<file path="src/rtl/sc_nco.sv">
`default_nettype none
// ============================================================================
// Module   : sc_nco
// Purpose  : Numerically controlled oscillator producing sine and cosine
//            samples from an external quarter-wave magnitude LUT. The phase
//            accumulator advances by freq when en is high. A phase offset is
//            applied to the lookup phase only. The quadrant folds the LUT
//            address (mirrored in quadrants 1 and 3) and sets the output sign
//            (negative in quadrants 2 and 3).
// Ports    : clk              - system clock, rising edge
//            reset            - synchronous active-high reset
//            en               - accumulator advance enable
//            freq  [psz]      - phase increment per cycle
//            phs   [psz]      - phase offset used for the lookup only
//            lut_a_s/c [asz]  - registered LUT addresses, sine/cosine path
//            lut_d_s/c [dsz]  - LUT magnitudes, 2 cycles after the address
//            sin/cos   [dsz]  - signed output samples
//            valid            - sample originates from an enabled cycle
// Revision : 1.0 - initial release
// ============================================================================
module sc_nco #(
    parameter int psz = 32,
    parameter int asz = 10,
    parameter int dsz = 14
) (
    input  logic                  clk,
    input  logic                  reset,
    input  logic                  en,
    input  logic [psz-1:0]        freq,
    input  logic [psz-1:0]        phs,
    output logic [asz-1:0]        lut_a_s,
    output logic [asz-1:0]        lut_a_c,
    input  logic [dsz-1:0]        lut_d_s,
    input  logic [dsz-1:0]        lut_d_c,
    output logic signed [dsz-1:0] sin,
    output logic signed [dsz-1:0] cos,
    output logic                  valid
);

    // Depth of the sign/enable delay line: one stage for the address
    // register plus two for the LUT read latency.
    localparam int c_PIPE = 3;

    logic [psz-1:0]    r_acc;
    logic [asz-1:0]    r_lut_a_s;
    logic [asz-1:0]    r_lut_a_c;
    logic [c_PIPE-1:0] r_sgn_s;
    logic [c_PIPE-1:0] r_sgn_c;
    logic [c_PIPE-1:0] r_en;
    logic [dsz-1:0]    r_sin;
    logic [dsz-1:0]    r_cos;
    logic              r_valid;

    logic [psz-1:0]    w_phase;
    logic [1:0]        w_qs;
    logic [1:0]        w_qc;
    logic [asz-1:0]    w_idx;
    logic [asz-1:0]    w_addr_s;
    logic [asz-1:0]    w_addr_c;
    logic [dsz-1:0]    w_sin;
    logic [dsz-1:0]    w_cos;

    always_comb begin
        w_phase  = r_acc + phs;
        w_qs     = w_phase[psz-1 -: 2];
        w_idx    = w_phase[psz-3 -: asz];
        // Cosine leads sine by a quarter turn: same index, next quadrant.
        w_qc     = w_qs + 2'd1;
        // Odd quadrants walk the quarter wave backwards.
        w_addr_s = w_qs[0] ? ~w_idx : w_idx;
        w_addr_c = w_qc[0] ? ~w_idx : w_idx;
        // The LUT magnitude never reaches 2^(dsz-1), so the negation is exact.
        w_sin    = r_sgn_s[c_PIPE-1] ? ({dsz{1'b0}} - lut_d_s) : lut_d_s;
        w_cos    = r_sgn_c[c_PIPE-1] ? ({dsz{1'b0}} - lut_d_c) : lut_d_c;
    end

    always_ff @(posedge clk) begin
        if (reset) begin
            r_acc     <= '0;
            r_lut_a_s <= '0;
            r_lut_a_c <= '0;
            r_sgn_s   <= '0;
            r_sgn_c   <= '0;
            r_en      <= '0;
            r_sin     <= '0;
            r_cos     <= '0;
            r_valid   <= 1'b0;
        end else begin
            if (en) begin
                r_acc <= r_acc + freq;
            end
            r_lut_a_s <= w_addr_s;
            r_lut_a_c <= w_addr_c;
            // Signs and enable travel with their address so each meets the
            // LUT data returned for that address.
            r_sgn_s   <= {r_sgn_s[c_PIPE-2:0], w_qs[1]};
            r_sgn_c   <= {r_sgn_c[c_PIPE-2:0], w_qc[1]};
            r_en      <= {r_en[c_PIPE-2:0], en};
            r_sin     <= w_sin;
            r_cos     <= w_cos;
            r_valid   <= r_en[c_PIPE-1];
        end
    end

    assign lut_a_s = r_lut_a_s;
    assign lut_a_c = r_lut_a_c;
    assign sin     = $signed(r_sin);
    assign cos     = $signed(r_cos);
    assign valid   = r_valid;

endmodule
`default_nettype wire

</file>
<file path="config.mk">
export PLATFORM = sky130hd
export DESIGN_NAME = sc_nco
export DESIGN_NICKNAME = d
export VERILOG_FILES = /design/src/rtl/sc_nco.sv
export SDC_FILE = /design/constraint.sdc
export NUM_CORES = 1
export LEC_CHECK = 0
export BUFFER_PORTS_ARGS = -buffer_cell sky130_fd_sc_hd__buf_2
export CAP_MARGIN = 10
export CORE_UTILIZATION = 49
export CTS_CLUSTER_DIAMETER = 50
export CTS_CLUSTER_SIZE = 28
export DETAILED_ROUTE_END_ITERATION = 7
export PLACE_DENSITY = 0.77
export SYNTH_ARGS = -nofsm -noshare
export SYNTH_HDL_FRONTEND = slang
export SYNTH_SLANG_ARGS = --single-unit
</file>
<file path="constraint.sdc">
create_clock -name clk -period 3.2 [get_ports clk]
set_clock_uncertainty 0.15 [all_clocks]
set_input_delay 0.8 -clock clk [delete_from_list [all_inputs] [get_ports clk]]
set_output_delay 0.8 -clock clk [all_outputs]
set_load 0.02 [all_outputs]
</file>
==> impl_results.md <==
- Status: finished with violations
- Failing checks: DRC, setup timing
- Initial Utilization: 51.00%
- Top Ports: 144
- Switching share of power: 37.36%
- Die Span X: 111.9 um
- Pre-antenna DRT Iters: 7
- CP endpoint kind: register
- Final std cells w/o fill: 1015
- Slew @ Worst Pin: 0.8197 ns
- Die Footprint: 12530 um^2
- Final min period: between 3 and 4 ns
- Seq/Total Area, Yosys: 30.42%
- Starting DRT DRC Count: 412
- TNS Setup: -0.06898 ns
- Async set-reset flop share out of synthesis: 0%
- MaxCap Viol Count: 0
- H-Tree Depth: 3
- Clock Sinks: 90
- ANT cells: 0
- Die height: 111.9 um
- Internal Power: roughly 3.0 mW
- Pin count of the biggest net entering global routing: 60
- CP arrival: between 3 and 4 ns
- Gate Count Post-Synth: 674
- ANT nets after route: 0
- Seq pwr share: 30.5%
- DP Wirelength: between 10000 and 15000 um
- Final GP Congestion: 0.9419
- Row cnt: 39
- Max clock buf depth: 2
- First-pass GRT wire length: ~25000 um
- RSZ-0062 raised after global routing: yes
- Data required time at the worst endpoint: 3.30 ns
- Core box area: 11610 um^2
- Post-synthesis cell type count: 62
- CTS root buf: clkbuf_16
- F_max: 305.9 MHz
- Filler instances: 947
- Global route overflow: 0
- CP Max Fanout: 3
- Comb power frac: between 40 and 50%
- Vias: about 5600
- Setup violators final: 1
- Initial antenna violation count: 0
- Fin worst setup slack: -0.06898 ns
- Total wire length: 15070 um
- Post-DP Area: approximately 7300 um^2
- Layout area overhead: 30.35%
- Post-Syn Area per Cell: 8.788 um^2
- VDD IR max: 295.4 uV
- Area of the multi-input gates: around 4200 um^2
- Vias/cell: 5.565
- Sequential cell area: 1802 um^2
- Startpoint Class: primary input
- Placed insts: 996
- WHS: approximately 0.29 ns
- Synthesis-stage register bit count: 90
- Clock buffers created by TritonCTS: 9
- Final hold vios: 0
- Top FF cell, synth: dfxtp_1
- Worst-path clk slew: 0.07 ns
- Port Buffers: 143
- Worst min path class: register to register
- Design area: 7721 um^2
- Clock share of power: between 20% and 30%
- DRC viols: 17
- Fin. max-slew vios: 0
- CTS tree: done
- Power per Cell Area: 629.8 nW/um^2
- Synthesis warning total: 0
- Syn_nets: ~830
- GRT Resource Usage Total: about a quarter
- Vias in the first global route: 5445
- Switching power: 1.817 mW
- Routed len/inst: 14.85 um
- Share of cells above drive strength 1: 29.93%
- Syn Std Cell Area: 5923 um^2
- Fin nets: 1026
- Normalized max-slew margin: 45.35%
- P_leak: 3.781 nW
- Critical path class: primary input to register
- Worst-skew pair later-pin latency: 0.36 ns
- Period utilization: 102.2%
- CTS Hold Bufs: 0
- EDFF count, synth: 0
-- final cells by class --
cell class	count	area share, %
clock buffers	9	2.917
clock inverters	7	1.086
flip-flops and latches	90	23.33
well taps	143	2.317
multi-input cells	546	53.91
repair buffers	205	15.70
inverters	15	0.7292
-- worst paths after layout --
check / start / endpoint / slack, ns / depth (start not counted)
setup reg to reg: r_acc[0]$_SDFFE_PP0P_ / r_acc[24]$_SDFFE_PP0P_ / 0.11 / 12
setup / recovery: freq[0] / r_acc[24]$_SDFFE_PP0P_ / -0.07 / 13
hold / removal: r_en[0]$_SDFF_PP0_ / r_en[1]$_SDFF_PP0_ / 0.29 / 1
hold reg to reg: r_en[0]$_SDFF_PP0_ / r_en[1]$_SDFF_PP0_ / 0.29 / 1
-- cells in the mapped netlist (7+ instances only) --
cell	instances	area share [%]
a211oi_1	12	1.5
xnor2_1	34	5.0
o21bai_1	7	0.89
xor2_1	33	4.9
nand3_1	10	0.84
a31oi_1	10	1.1
o21ai_0	18	1.5
o31ai_1	9	1.1
nand4_1	10	1.1
nor3_1	8	0.68
ha_1	63	13
nand2_1	38	2.4
dfxtp_1	90	30
nor2_1	88	5.6
clkbuf_1	16	1.0
mux2i_1	25	4.2
a21oi_1	35	3.0
nor2b_1	21	2.2
nand2b_1	10	1.1
inv_1	15	0.95
a21o_1	32	4.1
-- power groups by stage --
stage	clock network [mW]	logic [mW]	registers, mW
2_1_floorplan	0	1.31	1.65
3_3_place_gp	0	2.12	1.50
3_5_place_dp	0	2.20	1.50
4_1_cts	1.14	2.22	1.48
5_1_grt	1.20	2.49	1.51
6_report	1.12	2.26	1.48
-- cell usage in the layout (no fill, tap or decap), types with 9 or more instances in the layout --
master,instances
buf_2,142
ha_1,55
inv_1,15
a21o_1,32
mux2i_1,25
a21oi_1,35
dfxtp_1,90
a211oi_1,9
nand2_1,38
o21ai_0,17
xnor2_1,34
nor2b_1,20
o31ai_1,9
clkbuf_16,9
nor2_1,88
xor2_1,33
nand2b_1,10
buf_4,60
nand4_1,10
nand3_1,9
-- metal layers --
metal	track usage [%]	routed length, um
met1	29.38	6591
met2	41.53	7085
met3	4.464	810
met4	14.13	580
met5	0	0
-- cell families (layout without fill, tap and decap cells) --
logic type	after synthesis	count (layout)	share of synthesized area [%]
AND/OR/NAND/NOR	219	219	18.36
AO/OA/AOI/OAI	167	167	19.77
flip-flops	90	90	30.42
XOR/XNOR	69	69	10.77
adder cells (fa/ha/maj)	64	64	13.65
buffers and inverters	38	236	2.429
multiplexers	27	27	4.605
-- state kept, by name, summed over array words and instances (netlist names) --
register	cells
r_sgn_c	3
lut_a_s	10
cos	14
valid	1
r_sgn_s	3
r_en	3
lut_a_c	10
r_acc	32
sin	14
-- critical path, cell delays in order --
cell and delay, ns:
buf_6 0.10, ha_4 0.15, fa_2 0.34, a211oi_2 0.24
o21bai_2 0.12, a221oi_2 0.34, o2111ai_2 0.18, a221oi_2 0.26
buf_4 0.17, o21ai_4 0.08, a31oi_4 0.20, nor4b_2 0.06
a211o_1 0.31
-- timing repair --
item | in CTS | in global routing
pin swaps | 3 | 13
gates cloned | 0 | 0
endpoints found under the setup margin | 4 | 13
gates resized for setup | 0 | 13
setup buffers | 1 | 2
-- metrics by stage --
step	setup WS, ns	util (%)	total power [mW]
after floorplan	-0.1603	-	2.959
after global placement	-0.3870	63.01	3.621
after detailed placement	-0.4541	63.01	3.705
after CTS	-0.01341	65.74	4.841
after global routing	-0.1903	66.48	5.188
final	-0.06898	66.48	4.863
No activity file was read; power rests on OpenSTA's default activity.
